--- src/rtl/reg_map_pkg.sv ---
// Register map and shared types for the ILA trigger sequencer.
// Stage registers sit at a fixed stride above the control/status pair.
package reg_map_pkg;

    localparam logic [31:0] R_ILA_TRIG_CTRL       = 32'h0000_0100;
    localparam logic [31:0] R_ILA_TRIG_STATUS     = 32'h0000_0104;
    localparam logic [31:0] R_ILA_TRIG_STAGE_BASE = 32'h0000_0110;
    localparam logic [31:0] R_ILA_TRIG_STRIDE     = 32'h0000_0010;
    localparam logic [31:0] R_ILA_TRIG_MASK_OFS   = 32'h0000_0000;
    localparam logic [31:0] R_ILA_TRIG_VALUE_OFS  = 32'h0000_0004;
    localparam logic [31:0] R_ILA_TRIG_COUNT_OFS  = 32'h0000_0008;

    typedef enum logic [1:0] {
        IDLE  = 2'd0,
        ARMED = 2'd1,
        FIRED = 2'd2
    } ila_trig_state_t;

    function automatic logic [31:0] ila_trig_stage_base(input int k);
        return R_ILA_TRIG_STAGE_BASE + (32'(k) * R_ILA_TRIG_STRIDE);
    endfunction

endpackage

--- src/rtl/ila_trig_stage.sv ---
// One sequencer stage: mask/value/count registers and the match term.
// Read data is zero unless the address hits one of this stage's registers.
module ila_trig_stage #(
    parameter int WIDTH = 32,
    parameter int IDX   = 0
) (
    input  logic             clk,
    input  logic             rst,
    input  logic [31:0]      bus_addr,
    input  logic             bus_wen,
    input  logic [31:0]      bus_wdata,
    input  logic [WIDTH-1:0] sample_in,
    output logic             hit,
    output logic [15:0]      count,
    output logic             consec,
    output logic [31:0]      rdata
);
    import reg_map_pkg::*;

    localparam logic [31:0] BASE = ila_trig_stage_base(IDX);
    localparam logic [31:0] A_MASK = BASE + R_ILA_TRIG_MASK_OFS;
    localparam logic [31:0] A_VALUE = BASE + R_ILA_TRIG_VALUE_OFS;
    localparam logic [31:0] A_COUNT = BASE + R_ILA_TRIG_COUNT_OFS;

    logic [WIDTH-1:0] mask;
    logic [WIDTH-1:0] value;
    logic [16:0]      cfg;

    // Bus writes to this stage's configuration registers
    always_ff @(posedge clk) begin
        if (!rst) begin
            mask  <= '0;
            value <= '0;
            cfg   <= '0;
        end else if (bus_wen) begin
            if (bus_addr == A_MASK)  mask  <= bus_wdata[WIDTH-1:0];
            if (bus_addr == A_VALUE) value <= bus_wdata[WIDTH-1:0];
            if (bus_addr == A_COUNT) cfg   <= bus_wdata[16:0];
        end
    end

    assign hit    = (sample_in & mask) == (value & mask);
    assign count  = cfg[15:0];
    assign consec = cfg[16];

    // Read mux for this stage's registers
    always_comb begin
        rdata = '0;
        if (bus_addr == A_MASK)  rdata = 32'(mask);
        if (bus_addr == A_VALUE) rdata = 32'(value);
        if (bus_addr == A_COUNT) rdata = 32'(cfg);
    end

endmodule

--- src/rtl/ila_trigger_seq.sv ---
// Multi-stage trigger sequencer feeding the ILA trigger input.
// Stage matches come from ila_trig_stage; FSM and counter live here.
module ila_trigger_seq #(
    parameter int WIDTH      = 32,
    parameter int NUM_STAGES = 4
) (
    input  logic             clk,
    input  logic             rst,
    input  logic [WIDTH-1:0] sample_in,
    output logic             trigger_out,
    output logic             armed,
    input  logic [31:0]      bus_addr,
    input  logic             bus_wen,
    input  logic             bus_ren,
    input  logic [31:0]      bus_wdata,
    output logic [31:0]      bus_rdata
);
    import reg_map_pkg::*;

    localparam logic [1:0] MAX_STAGE = 2'(NUM_STAGES - 1);

    ila_trig_state_t state;
    logic [1:0]      stage;
    logic [15:0]     cnt;
    logic            fired;
    logic            arm_bit;
    logic [1:0]      last_stage;

    logic [3:0]  hit;
    logic [15:0] cfg_count [4];
    logic [3:0]  cfg_consec;
    logic [31:0] stage_rdata [4];

    logic        ctrl_wr;
    logic [1:0]  ls_req;
    logic [1:0]  ls_new;
    logic        unused_ren;

    assign unused_ren = bus_ren;

    for (genvar k = 0; k < 4; k++) begin : g_stage
        if (k < NUM_STAGES) begin : g_on
            ila_trig_stage #(
                .WIDTH (WIDTH),
                .IDX   (k)
            ) u_stage (
                .clk       (clk),
                .rst       (rst),
                .bus_addr  (bus_addr),
                .bus_wen   (bus_wen),
                .bus_wdata (bus_wdata),
                .sample_in (sample_in),
                .hit       (hit[k]),
                .count     (cfg_count[k]),
                .consec    (cfg_consec[k]),
                .rdata     (stage_rdata[k])
            );
        end else begin : g_off
            assign hit[k]         = 1'b0;
            assign cfg_count[k]   = '0;
            assign cfg_consec[k]  = 1'b0;
            assign stage_rdata[k] = '0;
        end
    end

    assign ctrl_wr = bus_wen && (bus_addr == R_ILA_TRIG_CTRL);
    assign ls_req  = bus_wdata[3:2];
    assign ls_new  = (ls_req > MAX_STAGE) ? MAX_STAGE : ls_req;
    assign armed   = (state == ARMED);

    // Sequencer FSM: control writes win over sample evaluation
    always_ff @(posedge clk) begin
        if (!rst) begin
            state       <= IDLE;
            stage       <= '0;
            cnt         <= '0;
            fired       <= 1'b0;
            arm_bit     <= 1'b0;
            last_stage  <= '0;
            trigger_out <= 1'b0;
        end else begin
            trigger_out <= 1'b0;
            if (ctrl_wr) begin
                arm_bit    <= bus_wdata[0];
                last_stage <= ls_new;
                stage      <= '0;
                cnt        <= '0;
                if (!bus_wdata[0]) begin
                    state <= IDLE;
                end else if (bus_wdata[8]) begin
                    state       <= FIRED;
                    fired       <= 1'b1;
                    trigger_out <= (state != FIRED);
                end else begin
                    state <= ARMED;
                    fired <= 1'b0;
                end
            end else if (state == ARMED) begin
                if (hit[stage]) begin
                    if (cnt == cfg_count[stage]) begin
                        cnt <= '0;
                        if (stage == last_stage) begin
                            state       <= FIRED;
                            fired       <= 1'b1;
                            trigger_out <= 1'b1;
                        end else begin
                            stage <= stage + 2'd1;
                        end
                    end else begin
                        cnt <= cnt + 16'd1;
                    end
                end else if (cfg_consec[stage]) begin
                    cnt <= '0;
                end
            end
        end
    end

    // Register read mux, no wait states
    always_comb begin
        bus_rdata = stage_rdata[0] | stage_rdata[1]
                  | stage_rdata[2] | stage_rdata[3];
        if (bus_addr == R_ILA_TRIG_CTRL)
            bus_rdata = {28'd0, last_stage, 1'b0, arm_bit};
        if (bus_addr == R_ILA_TRIG_STATUS)
            bus_rdata = {cnt, 10'd0, stage, 2'd0, fired, armed};
    end

endmodule

--- config.mk ---
export PLATFORM = sky130hd
export DESIGN_NAME = ila_trigger_seq
export DESIGN_NICKNAME = d
export VERILOG_FILES = /design/src/rtl/reg_map_pkg.sv /design/src/rtl/ila_trig_stage.sv /design/src/rtl/ila_trigger_seq.sv
export SDC_FILE = /design/constraint.sdc
export NUM_CORES = 1
export LEC_CHECK = 0
export ABC_AREA = 0
export ABC_CLOCK_PERIOD_IN_PS = 2700
export CORE_UTILIZATION = 40
export DETAILED_ROUTE_END_ITERATION = 10
export GPL_TIMING_DRIVEN = 1
export HOLD_SLACK_MARGIN = 0.03
export PLACE_DENSITY = 0.64
export RECOVER_POWER = 50
export SYNTH_ARGS = -nofsm -noshare
export SYNTH_HDL_FRONTEND = slang
export SYNTH_SLANG_ARGS = --single-unit
--- constraint.sdc ---
create_clock -name clk -period 2.7 [get_ports clk]
set_input_delay 0.27 -clock clk [delete_from_list [all_inputs] [get_ports clk]]
set_output_delay 0.27 -clock clk [all_outputs]
set_load 0.02 [all_outputs]
After elaboration in Yosys (flattened, before gate mapping) --
Index checks and enable logic that the tools add are counted.
Word-level totals: bits in registers 349, latch bits 0, RAM bits 0, bits in read-only memories 0, input bits 100, output and inout port bits 34, word-level logic and storage cells 130, memories kept 0
Cells by class: add/subtract/negate cells 2, multipliers 0, div/mod/pow operators 0, magnitude comparators 3, equality and inequality tests 23, shift-type cells 0, mux-type cells 46, bitwise logic cells 14, reductions and logical operators 23
Operators with widths (count):
- equality test 32 x 9 -> 1 bit (second input constant) | 14
- 2-to-1 mux 32 bit | 14
- bitwise AND 32 bit | 8
- equality test 32 bit | 4
- OR 32 bit | 3
- 2-to-1 mux 16 bit | 5
- binary-select mux 16 bit (select 2 bit) | 1
- AND reduction 2 bit | 13
- adder 16 x 1 -> 16 bit (second input constant) | 1
- equality test 16 bit | 1
- 2-to-1 mux 1 bit | 16
- 2-to-1 mux 2 bit | 8
- nonzero test 2 bit | 5
- AND reduction 4 bit | 2
- AND reduction 5 bit | 1
- binary-select mux 1 bit (select 2 bit) | 2
- != test 2 bit (second input constant) | 2
- >= comparator 3 bit (second input constant) | 1
- < comparator 2 x 3 -> 1 bit (second input constant) | 1
- NOT 2 -> 3 bit | 1
- adder 2 x 1 -> 2 bit (second input constant) | 1
- equality test 2 x 1 -> 1 bit (second input constant) | 1
- equality test 2 bit | 1
- greater-than comparator 2 bit (second input constant) | 1
- other kinds (3) | 4

Logic depth before layout (Yosys ltp) --
depth after elaboration 9, gate-level depth with buffers 11, mapped depth without buffers 10

Modules after synthesis --
Synthesis repeated with hierarchy kept, for this count alone.
Unflattened totals: cell total of the unflattened synthesis 2234, area total of the unflattened synthesis 19995.4 µm²
By module, submodules not included:
- ila_trig_stage (g_stage[0].g_on.u_stage ...) | times used 2, cells each 483, area each 4355.4 µm², seq. area each 1621.6 µm²
- ila_trig_stage (g_stage[2].g_on.u_stage) | times used 1, cells each 483, area each 4399.2 µm², seq. area each 1621.6 µm²
- ila_trig_stage (g_stage[3].g_on.u_stage) | times used 1, cells each 482, area each 4380.5 µm², seq. area each 1621.6 µm²
- ila_trigger_seq | times used 1, cells each 303, area each 2504.9 µm², seq. area each 500.5 µm²

Least setup slack after synthesis --
Ideal clock, no wire load.
kind input-to-output, start point input bus_addr[9], end point output bus_rdata[3], arrival time 2.326 ns, data required time 2.430 ns, setup slack 0.104 ns, stages 7, buffers on the path 1, cell sequence nor4b_1 and3_1 nand4b_1 nor3_1 clkbuf_1 a22oi_1 a31oi_1
Between the ends: word-level cells in the longest chain between the ends 9, elaborated cells between the ends (all ways) 31, those cells by class eq/ne: 14; mux: 14; bitwise: 3
Ends and longest elaborated chain:
- start, declared | RTL line ila_trigger_seq.sv:12 | input logic [31:0] bus_addr,
- equality test 32 x 9 -> 1 bit | RTL line ila_trig_stage.sv:49 | if (bus_addr == A_MASK) rdata = 32'(mask);
- 2-to-1 mux 32 bit | RTL line ila_trig_stage.sv:49
- 2-to-1 mux 32 bit | RTL line ila_trig_stage.sv:50 | if (bus_addr == A_VALUE) rdata = 32'(value);
- 2-to-1 mux 32 bit | RTL line ila_trig_stage.sv:51 | if (bus_addr == A_COUNT) rdata = 32'(cfg);
- OR 32 bit | RTL line ila_trigger_seq.sv:121 | bus_rdata = stage_rdata[0] | stage_rdata[1]
- OR 32 bit (2 in a row) | RTL line ila_trigger_seq.sv:122 | | stage_rdata[2] | stage_rdata[3];
- 2-to-1 mux 32 bit | RTL line ila_trigger_seq.sv:123 | if (bus_addr == R_ILA_TRIG_CTRL)
- 2-to-1 mux 32 bit (*) | RTL line ila_trigger_seq.sv:125 | if (bus_addr == R_ILA_TRIG_STATUS)
- end, declared | RTL line ila_trigger_seq.sv:16 | output logic [31:0] bus_rdata
Every way passes the cells marked *; elsewhere a longest branch is shown, timed or not.

Worst setup path in the final report --
start point input bus_addr[27], end point output bus_rdata[3]
Same word-level chain as after synthesis.

==> metrics.txt <==
worst vdd ir 0.457 mV; FILL cells 3,888; max-slew violations 0; crit-path max FO 5; DP HPWL 58,300 µm; DRT iter0 DRCs 3,538; global-route wire length before repair 124,000 µm; final wirelength 86,400 µm; Post-synth EDFFs 0; Worst Max-Slew Pin Slew 1.35 ns; critical path arrival 2.57 ns; Overflow after GRT 0; mean post-synth cell area 8.05 µm²; CTS clock-pin slew for the worst setup and hold paths 0.06 ns; count leader, synth nand2_1; status complete, but fails checks; Critical Path Source Type primary input; Power Density 472 nW/µm²; post-synthesis xor/xnor area fraction 0.0737; reg2reg end cnt[15]; synth cell count leaders nand2_1, dfxtp_1, a21oi_1, xor2_1, clkbuf_1; period utilisation layout 1.05; crit end category output pin; # diodes 0; row cnt 75; Inserted Clock Buffers 41; leading area contributor after synthesis dfxtp_1; adder-cell area share of the yosys netlist 0.000721; Syn Inst Count 2,154; area grow syn2layout 35.8%; Final Hold Viols 0; clk sink count 349; Initial Utilization 0.410; Max-slew headroom 0.103; Ports 134; synthesized net count 2,255; mux share of post-synthesis cell area 0.0225; CTS max path bufs 3; CTS tree built; die height 210 µm; clock insertion delay at the later pin of the skew report 0.58 ns; total die area 44,200 µm²; final setup fails 39; core area 42,300 µm²; Reg2Reg Setup Slack -0.04 ns; vias in the first global route 18,200; worst r2r path cells 11; chip width 210 µm; port bufs 132; Seq/Total Area, Yosys 0.403; Yosys reg bits 349; HP Class primary input to flop; Ys Warns 0; first-pass iteration count of the detailed router 11; Cell Area, Synth 17,300 µm²; hold_ws 0.269 ns; Finished Core Util 0.556; failing checks design-rule violations, negative setup slack; largest family of logic cells by synthesized area compound AO/OA/AOI/OAI gates; Setup CP Type primary input to output pin; share of layout cells above drive strength 1 0.226; minimum clock period after layout 2.84 ns; Simple-Gate Fraction of Synth Area 0.218; crit path from bus_addr[27]; RSZ-0062 raised after global routing true; reg2reg start g_stage[3].g_on.u_stage.value[6]; Pleak 8.51 nW; total chip power 0.0111 W; routed via count 19,200; Placer Congestion 1.04; initial antenna violation count 1; CTS Root Cell clkbuf_16; Compound-Gate Fraction of Synth Area 0.232; Global Route Usage Sum 0.384; Max Fclk 0.352 GHz; Layout Skew 0.0172 ns; vias per inst 6.30; H-Tree Depth 2; largest net degree at the start of global routing 88; final setup margin -0.141 ns; top cell type's share of synthesized area 0.403; CP endpoint bus_rdata[3]; Final ANT Viol Nets 0; worst hold path cell count 2; asr flop ratio synth 0; Post-route DRC 1; maximum capacitance violations 0; top cells by area, synth dfxtp_1, nand2_1, xor2_1; Worst EP required 2.43 ns; Distinct cells, synth 55; dominant synthesized flop cell dfxtp_1; Nets 2,550; routed len/inst 28.3 µm
## metrics by stage
step                setup slack [ns]  cells  instance area [µm²]  TNS [ns]
CTS                           -0.141   3038                23200     -1.21
finish                        -0.141   3051                23500     -1.88
global placement              -0.975   2928                21200   -107.07
floorplan                      0.104   2154                17300         0
global route                  -0.183   3051                23500     -4.90
detailed placement            -0.993   2928                21200   -107.29
## cells by family (layout without fill, tap and decap cells)
kind of cell	after synthesis	after routing
simple gates	869	873
compound gates	568	568
flops	349	349
buf+inv	202	518
xor+xnor	146	146
mux	19	19
fa+ha+maj	1	1
## sequential cells by signal, summed over array words and instances, names as in the netlist, 2 cells and up
signal and count:
last_stage 2, state 2, g_stage.g_on.u_stage.mask 128, g_stage.g_on.u_stage.cfg 68, stage 2, g_stage.g_on.u_stage.value 128
cnt 16
## worst min path at each step
stage / slack, ns / end / start
6_report: 0.27 / g_stage[3].g_on.u_stage.mask[5] / rst
5_1_grt: 0.28 / g_stage[3].g_on.u_stage.value[8] / rst
4_1_cts: 0.26 / g_stage[0].g_on.u_stage.cfg[1] / rst
3_5_place_dp: 0.46 / g_stage[3].g_on.u_stage.cfg[10] / g_stage[3].g_on.u_stage.cfg[10]
3_3_place_gp: 0.46 / g_stage[3].g_on.u_stage.cfg[10] / g_stage[3].g_on.u_stage.cfg[10]
2_1_floorplan: 0.41 / g_stage[3].g_on.u_stage.mask[10] / bus_wdata[10]
## cell usage in the layout (no fill, tap or decap), drive strengths merged, types with 8 or more instances in the layout
cell / instances
nand2: 664
dfxtp: 349
buf: 346
a21oi: 221
xor2: 128
a21boi: 113
a22oi: 92
a222oi: 75
clkbuf: 74
nand3: 73
clkdlybuf4s50: 61
nand4: 37
a221oi: 25
and3: 18
xnor2: 18
mux4: 16
or4: 16
o31ai: 16
dlygate4sd2: 15
nor3: 15
and2: 14
and4: 13
inv: 11
a22o: 9
nor2: 9
nor4: 8
## area by class of cell
| cell class | instances | area [µm²] | share of cell area |
|---|---|---|---|
| clock buffer | 62 | 1180 | 0.0503 |
| clock inverter | 6 | 43.8 | 0.00186 |
| inverter | 8 | 40.0 | 0.00170 |
| multi-input combinational | 1607 | 10100 | 0.427 |
| sequential | 349 | 6990 | 0.297 |
| tap | 577 | 722 | 0.0307 |
| timing repair buffer | 442 | 4500 | 0.191 |
## critical path, stage by stage
cell	delay (ns)
buf_6	0.09
nor4_4	0.25
buf_4	0.15
nand4_1	0.20
nor4_4	0.32
buf_4	0.19
buf_6	0.10
and2_4	0.18
buf_12	0.15
a22o_1	0.15
a2111oi_2	0.05
a31oi_1	0.25
buf_4	0.21
## report_power, final
part | leakage (nW) | switching (W) | internal, W
registers | 2.81 | 0.000000000000922 | 0.00515
clock network | 0.600 | 0.00232 | 0.00302
logic | 5.10 | 0.000402 | 0.000239
total | 8.51 | 0.00272 | 0.00840
## per-layer routing
layer | routed length (µm) | vias up | part of all wire | global-route usage
met5 | 13 | - | 0.00015 | 0
met4 | 5250 | 2 | 0.061 | 0.204
met3 | 11400 | 312 | 0.13 | 0.0897
met2 | 37100 | 1457 | 0.43 | 0.584
met1 | 32600 | 9218 | 0.38 | 0.504
li1 | - | 8239 | - | -
## repair_timing
action | 4_1_cts | 5_1_grt
endpoints found under the hold margin | 0 | 0
pin swaps | 81 | 78
gates resized for setup | 345 | 74
endpoints found under the setup margin | 53 | 54
buffers inserted | 38 | 12
hold buffers | 0 | 0
gates cloned | 7 | 3
No activity file was read; power rests on OpenSTA's default activity.
==> edit (same settings) <==
Register the output `bus_rdata`, without a reset; this adds one clock of latency there. The other outputs are not delayed to match.
--- a/src/rtl/ila_trigger_seq.sv
+++ b/src/rtl/ila_trigger_seq.sv
@@ -19,4 +19,6 @@
 
     localparam logic [1:0] MAX_STAGE = 2'(NUM_STAGES - 1);
+
+    logic [31:0] bus_rdata_d;
 
     ila_trig_state_t state;
@@ -119,10 +121,14 @@
     // Register read mux, no wait states
     always_comb begin
-        bus_rdata = stage_rdata[0] | stage_rdata[1]
+        bus_rdata_d = stage_rdata[0] | stage_rdata[1]
                   | stage_rdata[2] | stage_rdata[3];
         if (bus_addr == R_ILA_TRIG_CTRL)
-            bus_rdata = {28'd0, last_stage, 1'b0, arm_bit};
+            bus_rdata_d = {28'd0, last_stage, 1'b0, arm_bit};
         if (bus_addr == R_ILA_TRIG_STATUS)
-            bus_rdata = {cnt, 10'd0, stage, 2'd0, fired, armed};
+            bus_rdata_d = {cnt, 10'd0, stage, 2'd0, fired, armed};
+    end
+
+    always_ff @(posedge clk) begin
+        bus_rdata <= bus_rdata_d;
     end
 
Formal check against the unedited RTL: not equivalent (a bounded check fails within 4 cycles, from zero or initial values and one cycle with rst low).
==> edit against the unedited design <==
  * Worst setup slack better by 0.18 ns
  * Final area decreased by 1.6%
  * Synthesized area rose by 7.6%
  * Wire length fell by 9.2%
  * Global-route usage down 5.8 points
  * Power grew 9.8%
  * Maximum frequency is 6.6% higher
  * Combinational power up 3.9%
  * Utilization is 4.9 points lower
  * Count of clock-buffer cells in the layout is 2 higher
  * Synthesized cell count increased by 1.7%
  * Sequential cell count increased by 32
  * Critical path type is now flip-flop to flip-flop
  * Highest routed layer unchanged
==> edit: results (changes against the unedited design) <==
Power
  – Tot Pwr: 0.0122 W (+9.8%)
  – Highest ir drop seen on vdd: 460 uV (+0.63%)
  – Combinational Power Share: 0.055 (-0.003)
  – Net Switching: 0.00278 W (+2.2%)
  – Reg power frac: 0.460 (-0.003)
  – Leakage power: 8.23 nW (-3.3%)

Detailed routing
  – Starting DRT DRC Count: 2,547 (-28%)
  – Drt first pass iters: 9 (-2)
  – Vias/cell: 6.01 (-4.6%)
  – Routed len/inst: 26.0 um (-8.1%)
  – DR vias: 18,100 (-5.7%)

Yosys
  – Sequential area share after synthesis: 0.409 (+0.00580)
  – Syn_nets: 2,292 (+1.6%)
  – Largest cells by area after synthesis: dfxtp_1 (41%), nand2_1 (13%), a21boi_0 (11%)
  – Count of cell types in the netlist: 62 (+13%)
  – Synth Area in Compound Gates: 0.230 (-0.00157)
  – Synth Instances: 2,191 (+1.7%)
  – Post-Synth Adder-Cell Area: 0.000670 (-0.0000511)
  – Post-synthesis mux area share: 0.0420 (+0.0195)
  – Synth cell count leaders: nand2_1 (671), dfxtp_1 (381), a21boi_0 (278)
  – Post-synthesis xor/xnor area fraction: 0.0704 (-0.00334)
  – Yosys warns: 0 (unchanged)

Setup path
  – Max stage delay on crit path: 0.52 ns (+0.20 ns)
  – Slowest CP cell: or4_1
  – Crit-path max FO: 17 (+12)
  – CP arrival: 3.15 ns (+0.58 ns)

Placement
  – Pre-CTS setup slack: -0.549 ns (+0.444 ns)
  – Dpl cell area: 21,700 um2 (+2.7%)
  – Final Wtd Congestion: 0.978 (-6.0%)
  – Dpl hpwl: 55.5 mm (-4.9%)
  – Placed cells: 2,933 (+0.17%)

Clocking
  – Total clock buffers created by CTS: 44 (+7.3%)
  – Clock Tree Buf Depth: 3 (unchanged)
  – Cts hold-fix bufs: 0 (unchanged)
  – Worst skew pair latency: 0.57 ns
  – Clock root buffer master: clkbuf_16

Outcome
  – Outcome: finished, final reports clean

GRT
  – Number of global-route vias before repair: 17,100 (-6.1%)
  – First-pass GRT wire length: 114 mm (-7.8%)
  – Largest net degree at the start of global routing: 117 (+33%)
  – GRT Total Usage: 0.325 (-0.0585)
  – Initial antenna violation count: 5 (+4)

Cells and area
  – Top flop regs: g_stage.g_on.u_stage.mask: 128 flops, g_stage.g_on.u_stage.value: 128 flops, g_stage.g_on.u_stage.cfg: 68 flops
  – Share of cells above drive strength 1: 0.126 (-0.0996)
  – Layout Nets: 2,487 (-2.5%)

Timing
  – Final Skew: 0.0146 ns (-0.00262 ns)
  – Worst-margin pin slew: 0.862 ns (-0.484 ns)

Min path
  – Worst Hold Class: input pin to flip-flop
==> edit: changes by cell type in the layout (fill, tap and decap cells not counted), moves of 22 or more <==
cell             change
a21oi_1            -209
a21boi_0           +207
buf_4               -67
buf_6               -50
nand3_1             -44
mux2i_1             +36
clkdlybuf4s50_1     +35
dfxtp_1             +33
dlygate4sd3_1       +33
buf_12              -30
a222oi_1            -27
a221oi_1            +22
==> edit: what timing repair did <==
action                                  in CTS  in global routing
endpoints found under the setup margin      22                 44
pin swaps                                    0                  3
cloned                                       1                  0
setup buffers                                0                  6
resized for setup                           10                 18
==> edit: cells by family after synthesis <==
family                     after synthesis
AOI/OAI and AO/OA                      551
xor gates and xnor gates               150
adders and majority gates                1
buffers and inverters                  194
DFF                                    381
muxes                                   55
and+or+nand+nor                        859
==> edit: per-layer routing <==
| metal | up-vias | share of wire | track usage |
|---|---|---|---|
| li1 | 8045 | - | - |
| met1 | 8772 | 0.40 | 0.437 |
| met2 | 1085 | 0.44 | 0.501 |
| met3 | 216 | 0.11 | 0.0741 |
| met4 | 6 | 0.043 | 0.131 |
| met5 | - | 0.00052 | 0 |
==> edit: cell type report <==
cell class / instances / area (um2)
Tap cell: 600 / 751
Timing Repair Buffer: 336 / 3190
Multi-Input combinational cell: 1616 / 10200
Antenna cell: 1 / 2.50
Fill cell: 4305 / 22500
Clock buffer: 64 / 1270
Clock inverter: 10 / 125
Sequential cell: 381 / 7630
Inverter: 7 / 26.3
==> edit: final timing paths <==
kind              to  cells after the start  slack, ns     start
max           cnt[9]                     10       0.04  stage[0]
min            fired                      3       0.19       rst
max reg2reg   cnt[9]                     10       0.04  stage[0]
min reg2reg  arm_bit                      2       0.47   arm_bit
